==> config.mk <==
export PLATFORM = sky130hd
export DESIGN_NAME = rv_inst_encoder
export DESIGN_NICKNAME = d
export VERILOG_FILES = /design/src/rtl/rv_inst_encoder.sv
export SDC_FILE = /design/constraint.sdc
export NUM_CORES = 1
export LEC_CHECK = 0
export CORE_MARGIN = 2
export CORE_UTILIZATION = 54
export DETAILED_ROUTE_END_ITERATION = 10
export PLACE_DENSITY_LB_ADDON = 0.1
export SYNTH_ARGS = -nofsm -noshare
export SYNTH_HDL_FRONTEND = slang
export SYNTH_SLANG_ARGS = --single-unit
==> constraint.sdc <==
create_clock -name clk -period 2.08 [get_ports clk]
set_input_delay 0.52 -clock clk [delete_from_list [all_inputs] [get_ports clk]]
set_output_delay 0.52 -clock clk [all_outputs]
set_load 0.02 [all_outputs]
==> src/rtl/rv_inst_encoder.sv <==
// RV32I instruction encoder with a small word FIFO that streams encoded
// instructions into instruction memory at consecutive word addresses.
module rv_inst_encoder #(
    parameter int DEPTH  = 4,
    parameter int ADDR_W = 8
) (
    input  logic              clk,
    input  logic              rst_n,
    input  logic              start,
    input  logic [ADDR_W-1:0] start_addr,
    input  logic              req_valid,
    output logic              req_ready,
    input  logic [2:0]        req_kind,
    input  logic [2:0]        req_funct3,
    input  logic [6:0]        req_funct7,
    input  logic [4:0]        req_rd,
    input  logic [4:0]        req_rs1,
    input  logic [4:0]        req_rs2,
    input  logic [31:0]       req_imm,
    input  logic              mem_busy,
    output logic              mem_we,
    output logic [ADDR_W-1:0] mem_addr,
    output logic [31:0]       mem_wdata,
    output logic [ADDR_W:0]   count,
    output logic              err,
    output logic              idle
);
    localparam int PTR_W = $clog2(DEPTH);

    localparam logic [2:0] K_IALU   = 3'b000;
    localparam logic [2:0] K_LOAD   = 3'b001;
    localparam logic [2:0] K_R      = 3'b010;
    localparam logic [2:0] K_JAL    = 3'b011;
    localparam logic [2:0] K_STORE  = 3'b100;
    localparam logic [2:0] K_LUI    = 3'b101;
    localparam logic [2:0] K_BRANCH = 3'b110;
    localparam logic [2:0] K_RSVD   = 3'b111;

    localparam logic [PTR_W:0]    PTR_ONE  = {{PTR_W{1'b0}}, 1'b1};
    localparam logic [ADDR_W-1:0] ADDR_ONE = {{(ADDR_W-1){1'b0}}, 1'b1};
    localparam logic [ADDR_W:0]   CNT_ONE  = {{ADDR_W{1'b0}}, 1'b1};
    localparam logic [ADDR_W:0]   CNT_MAX  = {(ADDR_W+1){1'b1}};

    // Branch/JAL offsets are scattered into the word; bit 0 is never encoded.
    function automatic logic [31:0] encode_word(
        input logic [2:0]  kind,
        input logic [2:0]  f3,
        input logic [6:0]  f7,
        input logic [4:0]  rd,
        input logic [4:0]  rs1,
        input logic [4:0]  rs2,
        input logic [31:0] imm
    );
        logic [31:0] w;
        case (kind)
            K_IALU: begin
                if (f3 == 3'b001 || f3 == 3'b101) begin
                    w = {f7, imm[4:0], rs1, f3, rd, 7'b0010011};
                end else begin
                    w = {imm[11:0], rs1, f3, rd, 7'b0010011};
                end
            end
            K_LOAD:   w = {imm[11:0], rs1, f3, rd, 7'b0000011};
            K_R:      w = {f7, rs2, rs1, f3, rd, 7'b0110011};
            K_JAL:    w = {imm[20], imm[10:1], imm[11], imm[19:12], rd, 7'b1101111};
            K_STORE:  w = {imm[11:5], rs2, rs1, f3, imm[4:0], 7'b0100011};
            K_LUI:    w = {imm[31:12], rd, 7'b0110111};
            K_BRANCH: w = {imm[12], imm[10:5], rs2, rs1, f3, imm[4:1], imm[11], 7'b1100011};
            default:  w = 32'h0000_0000;
        endcase
        return w;
    endfunction

    logic [31:0]       fifo_q [DEPTH];
    logic [PTR_W:0]    wr_ptr_q, wr_ptr_d;
    logic [PTR_W:0]    rd_ptr_q, rd_ptr_d;
    logic [ADDR_W-1:0] addr_q, addr_d;
    logic [ADDR_W:0]   count_q, count_d;
    logic              err_q, err_d;

    logic [31:0] enc_word_s;
    logic        enc_bad_s;
    logic        full_s;
    logic        empty_s;
    logic        ready_s;
    logic        accept_s;
    logic        push_s;
    logic        pop_s;

    // Encode the current request and flag malformed ones.
    always_comb begin
        enc_word_s = encode_word(req_kind, req_funct3, req_funct7, req_rd,
                                 req_rs1, req_rs2, req_imm);
        enc_bad_s  = 1'b0;
        case (req_kind)
            K_RSVD:            enc_bad_s = 1'b1;
            K_JAL, K_BRANCH:   enc_bad_s = req_imm[0];
            default:           enc_bad_s = 1'b0;
        endcase
    end

    assign full_s   = (wr_ptr_q[PTR_W] != rd_ptr_q[PTR_W]) &&
                      (wr_ptr_q[PTR_W-1:0] == rd_ptr_q[PTR_W-1:0]);
    assign empty_s  = (wr_ptr_q == rd_ptr_q);
    assign ready_s  = !full_s && !start;
    assign accept_s = req_valid && ready_s;
    assign push_s   = accept_s && (req_kind != K_RSVD);
    assign pop_s    = !empty_s && !mem_busy && !start;

    // Next-state for pointers, address, count and error; start overrides all.
    always_comb begin
        wr_ptr_d = wr_ptr_q;
        rd_ptr_d = rd_ptr_q;
        addr_d   = addr_q;
        count_d  = count_q;
        err_d    = err_q;
        if (start) begin
            wr_ptr_d = '0;
            rd_ptr_d = '0;
            addr_d   = start_addr;
            count_d  = '0;
            err_d    = 1'b0;
        end else begin
            if (push_s) begin
                wr_ptr_d = wr_ptr_q + PTR_ONE;
            end else begin
                wr_ptr_d = wr_ptr_q;
            end
            if (pop_s) begin
                rd_ptr_d = rd_ptr_q + PTR_ONE;
                addr_d   = addr_q + ADDR_ONE;
                if (count_q != CNT_MAX) begin
                    count_d = count_q + CNT_ONE;
                end else begin
                    count_d = count_q;
                end
            end else begin
                rd_ptr_d = rd_ptr_q;
                addr_d   = addr_q;
                count_d  = count_q;
            end
            if (accept_s && enc_bad_s) begin
                err_d = 1'b1;
            end else begin
                err_d = err_q;
            end
        end
    end

    // Control state registers.
    always_ff @(posedge clk or negedge rst_n) begin
        if (!rst_n) begin
            wr_ptr_q <= '0;
            rd_ptr_q <= '0;
            addr_q   <= '0;
            count_q  <= '0;
            err_q    <= 1'b0;
        end else begin
            wr_ptr_q <= wr_ptr_d;
            rd_ptr_q <= rd_ptr_d;
            addr_q   <= addr_d;
            count_q  <= count_d;
            err_q    <= err_d;
        end
    end

    // FIFO storage; cleared on reset so the head reads as zero.
    always_ff @(posedge clk or negedge rst_n) begin
        if (!rst_n) begin
            for (int i = 0; i < DEPTH; i++) begin
                fifo_q[i] <= 32'h0000_0000;
            end
        end else if (push_s) begin
            fifo_q[wr_ptr_q[PTR_W-1:0]] <= enc_word_s;
        end
    end

    assign req_ready = ready_s;
    assign mem_we    = pop_s;
    assign mem_addr  = addr_q;
    assign mem_wdata = fifo_q[rd_ptr_q[PTR_W-1:0]];
    assign count     = count_q;
    assign err       = err_q;
    assign idle      = empty_s && !req_valid;

endmodule

## Yosys cells after proc, flatten, opt, wreduce, memory -nomap -nowiden

Index checks and enable logic that the tools add are counted.

| storage, ports and cells | value |
|---|---|
| register bits after elaboration | 152 |
| bits in latches | 0 |
| memory bits (writable) | 0 |
| memory bits (read-only) | 0 |
| input port bits | 73 |
| output and inout bits | 53 |
| word-level logic and storage cells | 74 |
| memories | 0 |

| operators by class | value |
|---|---|
| add/sub/neg operators | 4 |
| multipliers | 0 |
| divide/modulo/power cells | 0 |
| magnitude comparators | 3 |
| eq/ne operators | 14 |
| shifts and indexed selects | 0 |
| mux-type cells | 20 |
| bitwise logic cells | 2 |
| reduce and logical (&&, ||, !) cells | 22 |

Operators by type and width:

| kind | number |
|---|---|
| 32-bit one-hot mux with 7 select lines | 1 |
| 128-bit bitwise mux | 1 |
| 32-bit 2-to-1 mux | 4 |
| 32-bit binary-select mux with 2-bit select | 1 |
| 32-bit demux with 2-bit select | 1 |
| 9-bit 2-to-1 mux | 3 |
| 8-bit 2-to-1 mux | 2 |
| 3-bit == test (second input constant) | 5 |
| 3-bit 2-to-1 mux | 4 |
| 9-bit by 1-bit adder with 9-bit output (second input constant) | 1 |
| 1-bit logical AND | 9 |
| 9-bit != test (second input constant) | 1 |
| 8-bit by 1-bit adder with 8-bit output (second input constant) | 1 |
| 2-bit nonzero test | 4 |
| 3-bit by 1-bit adder with 3-bit output (second input constant) | 2 |
| 3-bit by 1-bit == test with 1-bit output (second input constant) | 2 |
| 3-bit by 2-bit == test with 1-bit output (second input constant) | 2 |
| 3-bit >= comparator (second input constant) | 2 |
| 2-bit inverter with 3-bit output | 2 |
| 1-bit logical NOT | 5 |
| 3-bit == test | 1 |
| 3-bit logical NOT | 1 |
| 3-bit by 1-bit < comparator with 1-bit output (second input constant) | 1 |
| 3-bit != test (second input constant) | 1 |
| 7 further kinds | 8 |

## Logic depth before layout (Yosys ltp)

Gate-level depths: netlist of the first run.

| depth | value |
|---|---|
| depth in word-level cells | 8 |
| depth in mapped cells | 9 |
| gate-level depth less buffers | 8 |

## Least setup slack after synthesis of the first run

Ideal clock, no wire load.

| timing path | value |
|---|---|
| path kind | register to output |
| start point | register rd_ptr_q[0] |
| end point | output mem_we |
| arrival time | 1.539 ns |
| required time | 1.560 ns |
| slack | 0.021 ns |
| cell stages (with the launch flop) | 5 |
| buffers on the path | 1 |
| path through | dfrtp_1 -> buf_2 -> xnor2_2 -> a31oi_2 -> nor2b_1 |

| on the way | value |
|---|---|
| word-level cells in the longest chain between the ends | 4 |

Ends and longest elaborated chain:

| element | RTL line | RTL |
|---|---|---|
| from (decl) | 76 | `logic [PTR_W:0] rd_ptr_q, rd_ptr_d;` |
| from (signal assigned) | 160 | `rd_ptr_q <= rd_ptr_d;` |
| 3-bit == test | 104 | `assign empty_s = (wr_ptr_q == rd_ptr_q);` |
| 1-bit logical NOT | 108 | `assign pop_s = !empty_s && !mem_busy && !start;` |
| 1-bit logical AND (2 in a row) | 108 |  |
| to (decl) | 21 | `output logic mem_we,` |

No other way between the ends.

## Worst setup path in the final report of the first run

| timing path | value |
|---|---|
| start point | register rd_ptr_q[0] |
| end point | output mem_wdata[20] |

| on the way | value |
|---|---|
| word-level cells in the longest chain between the ends | 4 |

Ends and longest elaborated chain:

| element | RTL line | RTL |
|---|---|---|
| 2-bit inverter with 3-bit output (not written as such) | 181 | `assign mem_wdata = fifo_q[rd_ptr_q[PTR_W-1:0]];` |
| 32-bit binary-select mux with 2-bit select | 181 |  |
| 32-bit 2-to-1 mux (not written as such) (2 in a row) | 181 |  |
| to (decl) | 23 | `output logic [31:0] mem_wdata,` |

No other way between the ends. The select of a mux whose other input is x is not followed.

==> summary.txt, run 1 <==
Run status
  • Status: finished, violations left
  • Failing checks: setup timing

Global routing
  • Pin count of the biggest net entering global routing: 61
  • Initial antenna violation count: 0
  • Via count of the first global-routing pass: approximately 6300
  • Total routing resource utilization after global routing: 0.2826
  • Global-route congestion overflow total: 0
  • Global-route wire length before repair: about 34 mm

Critical path
  • Slowest-stage cell, CP: mux4_2
  • Category of the worst setup path capture point: output pin
  • Data arrival, critical path: between 1.5 and 2 ns
  • Critical R2R Capture: fifo_q[66]
  • Critical setup path kind: reg -> out
  • Beginning of the worst register-to-register path: rd_ptr_q[0]
  • Flop-to-flop setup slack: -0.16 ns
  • Crit-path max FO: 8
  • Total buffers and inverters traversed by the critical path: 2
  • Cell breakdown of the critical path: buf_6 > mux4_2 > buf_6
  • Register-to-Register Path Depth: 9
  • Cell occurring most often along the worst timing path: buf_6
  • Launching element type of the critical path: flip-flop
  • Number of gates on the worst path with buffers counted: 3
  • Largest stage delay on the critical path: between 0.5 and 0.6 ns
  • Cell type group with the largest total delay on the critical path: multiplexers
  • Req. time, crit path: 1.56 ns

Placed design
  • Port-buffer cells: around 130
  • Post-place setup slack: -0.4141 ns
  • HPWL after DPL: roughly 14 mm
  • Placement Cell Area: 9857 sq um
  • Gpl congestion: 0.9034

STA
  • Setup TNS: -16.79 ns
  • Final period utilization: 1.127
  • Peak Freq: between 400 and 500 MHz
  • Worst setup slack after layout: -0.2639 ns
  • Headroom to the max-slew limit: 0.6366
  • Pins Over Slew Limit: 0
  • Final hold violations: 0
  • Actual slew at the worst max-slew pin: 0.5366 ns
  • Post-layout min period: roughly 2.3 ns
  • Final Setup Violations: about 150
  • Unrepaired setup endpoints after global routing: yes
  • Final Skew: 0.008907 ns

Detailed routing
  • Antenna Violating Nets Remaining: 0
  • Remaining DRCs: 0
  • Detailed-route wire length per cell: ~23 um
  • Number of optimization iterations in the first detailed-route pass: 5
  • Routed WL: approximately 22 mm
  • Via count: between 5000 and 6000
  • First-iteration detailed-routing DRC count: about 440
  • Post-detailed-route via-to-cell ratio: slightly above 6

Clock tree
  • Clock latency at the later pin of the worst-skew pair: 0.43 ns
  • H-tree levels: 4
  • Clock Pin Slew Worst Setup and Hold Paths: ~0.06 ns
  • Clock tree from TritonCTS: done
  • Root buf cell: clkbuf_16
  • Number of buffers added by the clock tree synthesis step: 17
  • Number of buffers on the longest clock path: 2
  • Total clock sinks: roughly 150

Final layout
  • Nets: 870
  • Share of post-route cells with drive strength above 1: 0.4426
  • Fin area: 10910 sq um
  • Area taken by multi-input logic gates: around 4000 sq um
  • Layout area overhead: 39.64%
  • Number of diodes added for antenna fixing: 0
  • Number of fillers in the final layout: roughly 860
  • Register cell area after layout: around 3700 sq um

Logic synthesis
  • Synth Net Count: 661
  • Share of flip-flops with an asynchronous set or reset after synthesis: 1.000
  • Post-synth top cells: dfrtp_1 (148), mux2_2 (66), mux2_4 (58)
  • Per-instance average area after synthesis: 13.47 sq um
  • Share of the yosys chip area belonging to registers: 0.4741
  • Portion of synthesized cell area occupied by the leading cell type: 0.4741
  • Cell count after synthesis: just under 600
  • Yosys synthesis warning count: 0
  • Cell taking the most area after synthesis: dfrtp_1
  • Post-synthesis register bit count: roughly 150
  • Most common cell in the synthesized netlist: dfrtp_1
  • Distinct cell type count of the synthesized netlist: 57
  • Number of flops mapped to enable cells by yosys: 0
  • Most common flop cell mapped by yosys: dfrtp_1
  • Cells taking the most area after synthesis: dfrtp_1 (47%), mux2_4 (11%), mux2_2 (9.5%)
  • Post-synthesis cell area: ~7800 sq um

Pwr
  • Leakage: ~5 nW
  • Highest ir drop seen on vdd: between 0.0006 and 0.0007 V
  • Total power density per cell area: just over 1000 nW/um^2

Run
  • Max-cap violations: 0

Die
  • Die Wd: ~120 um
  • Initial cell density of the core: 0.5585
  • Die H: about 120 um
  • Core Rows: 43
  • Floorplan die area: 15450 sq um
  • Core Region: roughly 14000 sq um
  • Total I/O pin count: between 100 and 150

Min path
  • Hold Path Stages: 1
  • Tightest Hold Check Type: reg -> reg
  • Hold path startpoint: fifo_q[33]
  • Hold Path Sink: fifo_q[33]
metrics by stage:
stage	hold slack [ns]	total power, mW	utilization	std cells
global route	0.4854	11.45	0.7799	982
global placement	0.4387	7.655	0.7047	922
detailed placement	0.4460	7.825	0.7047	922
floorplan	0.2244	6.239	-	580
CTS	0.4711	10.89	0.7572	966
finish	0.4693	10.97	0.7799	982
per-layer routing:
layer  vias up  GRT usage  routed length [um]  part of all wire
met5         -          0                   0                 0
met4         0     0.1150                 737             0.033
met3        64    0.06400                1231             0.055
met2       234     0.4706               11400              0.51
met1      3039     0.3595                9018              0.40
li1       2591          -                   -                 -
worst max-delay path by stage:
stage                startpoint             to  slack [ns]
detailed placement  req_kind[0]    fifo_q[103]       -0.41
global route        rd_ptr_q[0]   mem_wdata[0]       -0.32
floorplan           rd_ptr_q[0]         mem_we        0.02
finish              rd_ptr_q[0]  mem_wdata[20]       -0.26
global placement    req_kind[0]    fifo_q[103]       -0.39
CTS                 rd_ptr_q[0]  mem_wdata[20]       -0.26
state kept, by name, indices dropped and copies added (netlist names):
register	flops
mem_addr	8
err	1
rd_ptr_q	3
fifo_q	124
wr_ptr_q	3
count	9
logic make-up after synthesis:
kind of cell / share of synthesized area
flip-flops: 0.4741
AO/OA/AOI/OAI: 0.07575
multiplexers: 0.3011
AND/OR/NAND/NOR: 0.08024
XOR/XNOR: 0.02178
adder cells (fa/ha/maj): 0.01281
buffers and inverters: 0.03427
where the power goes:
part	switching [mW]	internal, mW
clock	1.27	1.93
combinational	1.59	2.09
sequential	0.459	3.63
total	3.32	7.65
placed cells by master, fill, tap and decap left out, types with 10 or more instances in the layout:
cell type	count
buf_6	16
mux2_2	65
mux2_4	59
a221o_1	12
buf_12	14
mux4_2	31
nand2_1	27
o21ai_0	10
nand3_1	18
dfrtp_1	146
nand2b_1	17
nor2_1	16
o211ai_1	13
clkdlybuf4s50_1	84
a21oi_1	15
buf_4	75
clkbuf_16	23
buf_2	26
timing repair:
| item | 4_1_cts | 5_1_grt |
|---|---|---|
| cloned | 5 | 6 |
| resized for setup | 180 | 20 |
| hold buffers | 1 | 0 |
| buffers inserted | 10 | 10 |
| endpoints found under the setup margin | 164 | 164 |
| endpoints found under the hold margin | 10 | 0 |
| pin swaps | 5 | 4 |
layout make-up:
class	instances	share of cell area
Multi-Input combinational cell	381	0.3623
Sequential cell	148	0.3397
Timing Repair Buffer	233	0.2181
Clock buffer	18	0.04026
Tap cell	180	0.02064
Clock inverter	14	0.01617
Inverter	8	0.002753
No activity file was read; power rests on OpenSTA's default activity.
==> run 2: changes to the inputs <==
--- a/config.mk
+++ b/config.mk
@@ -5,7 +5,6 @@
 export SDC_FILE = /design/constraint.sdc
 export NUM_CORES = 1
 export LEC_CHECK = 0
-export CORE_MARGIN = 2
 export CORE_UTILIZATION = 54
 export DETAILED_ROUTE_END_ITERATION = 10
 export PLACE_DENSITY_LB_ADDON = 0.1
==> summary.txt, run 2 (synthesis gave the netlist of run 1 again) <==
Critical path
  • Category of the worst setup path capture point: output pin
  • Launching element type of the critical path: flip-flop
  • Flop-to-flop setup slack: -0.03 ns
  • Critical R2R Capture: fifo_q[7]
  • Req. time, crit path: roughly 1.6 ns
  • Beginning of the worst register-to-register path: rd_ptr_q[0]
  • Critical setup path kind: reg -> out
  • Largest stage delay on the critical path: approximately 0.49 ns
  • Data arrival, critical path: between 1.5 and 2 ns
  • Cell breakdown of the critical path: buf_6 > buf_12 > mux4_2 > buf_6
  • Slowest-stage cell, CP: dfrtp_4
  • Register-to-Register Path Depth: 6
  • Cell occurring most often along the worst timing path: buf_6
  • Crit-path max FO: 8

Die
  • Initial cell density of the core: 0.5585
  • Total I/O pin count: between 100 and 150
  • Core Rows: 43
  • Core Region: between 10000 and 15000 sq um
  • Floorplan die area: 14950 sq um
  • Die Wd: approximately 120 um
  • Die H: 122.3 um

STA
  • Setup TNS: -8.811 ns
  • Unrepaired setup endpoints after global routing: yes
  • Post-layout min period: around 2.4 ns
  • Actual slew at the worst max-slew pin: around 0.50 ns
  • Final period utilization: 1.140
  • Final Skew: between 0.004 and 0.005 ns
  • Final hold violations: 0
  • Peak Freq: between 400 and 500 MHz
  • Pins Over Slew Limit: 0
  • Worst setup slack after layout: -0.2920 ns
  • Final Setup Violations: between 50 and 60
  • Headroom to the max-slew limit: 0.6596

Clock tree
  • Root buf cell: clkbuf_16
  • H-tree levels: 4
  • Number of buffers added by the clock tree synthesis step: 17
  • Clock latency at the later pin of the worst-skew pair: between 0.4 and 0.5 ns
  • Number of buffers on the longest clock path: 2
  • Total clock sinks: approximately 150
  • Clock tree from TritonCTS: done
  • Clock Pin Slew Worst Setup and Hold Paths: approximately 0.06 ns

Detailed routing
  • First-iteration detailed-routing DRC count: 381
  • Post-detailed-route via-to-cell ratio: around 6
  • Number of optimization iterations in the first detailed-route pass: 4
  • Detailed-route wire length per cell: ~21 um
  • Via count: approximately 5700
  • Routed WL: a little over 20 mm
  • Antenna Violating Nets Remaining: 0
  • Remaining DRCs: 0

Global routing
  • Met2 Resource Use GR: 0.4705
  • Total routing resource utilization after global routing: 0.2786
  • Global-route wire length before repair: 31.23 mm
  • Initial antenna violation count: 0
  • Pin count of the biggest net entering global routing: 48
  • Global-route congestion overflow total: 0
  • Via count of the first global-routing pass: 6022
  • Met3 track utilization from global routing: 0.05297
  • Met1 routing resource usage after global routing: 0.3675
  • Most utilized layer in the global route result: met2

Final layout
  • Number of flip-flops under the largest register name: between 100 and 150
  • Most flops, register: fifo_q
  • Most common cell after layout, fill and taps aside: dfrtp_1
  • Nets: roughly 850
  • Layout area overhead: 36.88%
  • Share of post-route cells with drive strength above 1: 0.4282
  • Most frequent cells in the layout: dfrtp_1 (146), clkdlybuf4s50_1 (83), mux2_2 (65)
  • Fin area: between 10000 and 15000 sq um
  • Number of diodes added for antenna fixing: 0
  • Final cell utilization of the core: 0.7645

Placed design
  • Placement Cell Area: about 9800 sq um
  • Post-place setup slack: -0.6514 ns
  • HPWL after DPL: 13.41 mm
  • Gpl congestion: 0.8809
  • Port-buffer cells: roughly 130

Run status
  • Status: finished, violations left
  • Failing checks: setup timing

Run
  • Max-cap violations: 0

Pwr
  • Leakage: between 4 and 5 nW
  • Highest ir drop seen on vdd: 0.0006132 V
  • Total power density per cell area: roughly 1000 nW/um^2

Min path
  • Tightest Hold Check Type: in -> async
run 2: cell types whose count changed in the layout (fill, tap and decap cells not counted), moves of 3 or more:
| cell | delta |
|---|---|
| buf_4 | -16 |
| clkbuf_16 | -3 |
| clkbuf_8 | +4 |
| inv_6 | -4 |
| clkinvlp_4 | -4 |
| clkbuf_1 | +3 |
| buf_16 | -3 |
| buf_6 | +17 |
| buf_2 | -14 |
run 2: area by class of cell:
class | count | area [sq um]
tap | 180 | 225.2
fill | 876 | 3294
sequential | 148 | 3709
inverter | 8 | 30.03
timing repair buffer | 211 | 2152
clock buffer | 25 | 505.5
clock inverter | 7 | 95.09
multi-input combinational | 381 | 3978
run 2: how the worst max path moves through the flow:
| stage | slack [ns] | endpoint | start |
|---|---|---|---|
| after floorplan | 0.02 | mem_we | rd_ptr_q[0] |
| after global placement | -0.57 | fifo_q[71] | req_kind[0] |
| after detailed placement | -0.65 | fifo_q[103] | req_kind[0] |
| final | -0.29 | mem_wdata[1] | rd_ptr_q[0] |
| after global routing | -0.34 | mem_wdata[8] | rd_ptr_q[0] |
| after CTS | -0.29 | mem_wdata[20] | rd_ptr_q[0] |
run 2: worst max-delay path: cells and delay by family, from the launching register on:
kind / cells / cell delay, ns
buffers and inverters: 3 / 0.44
multiplexers: 1 / 0.49
flip-flops: 1 / 0.49
run 2: timing repair:
action	CTS	global route
hold endpoints to repair	0	0
pin swaps	2	3
hold buffers	0	0
cloned	0	4
setup endpoints to repair	144	142
resized for setup	203	23
setup buffers	7	5
run 2: report_power, final:
part	leakage (nW)	internal, mW	switching [mW]
sequential	1.90	3.63	0.439
clock	0.293	1.93	1.18
combinational	2.65	2.26	1.62
run 2: through the flow:
stage	hold slack, ns	power, mW	instances
2_1_floorplan	0.2244	6.239	580
5_1_grt	0.05775	11.54	960
3_3_place_gp	0.4476	7.640	912
4_1_cts	0.04183	11.02	951
3_5_place_dp	0.4517	7.801	912
6_report	0.03821	11.06	960
run 2: layer usage:
layer	vias up	routed length [um]	share of wire
met5	-	0	0
met4	0	257	0.013
met3	22	809	0.039
met2	159	10600	0.52
met1	3022	8877	0.43
li1	2530	-	-
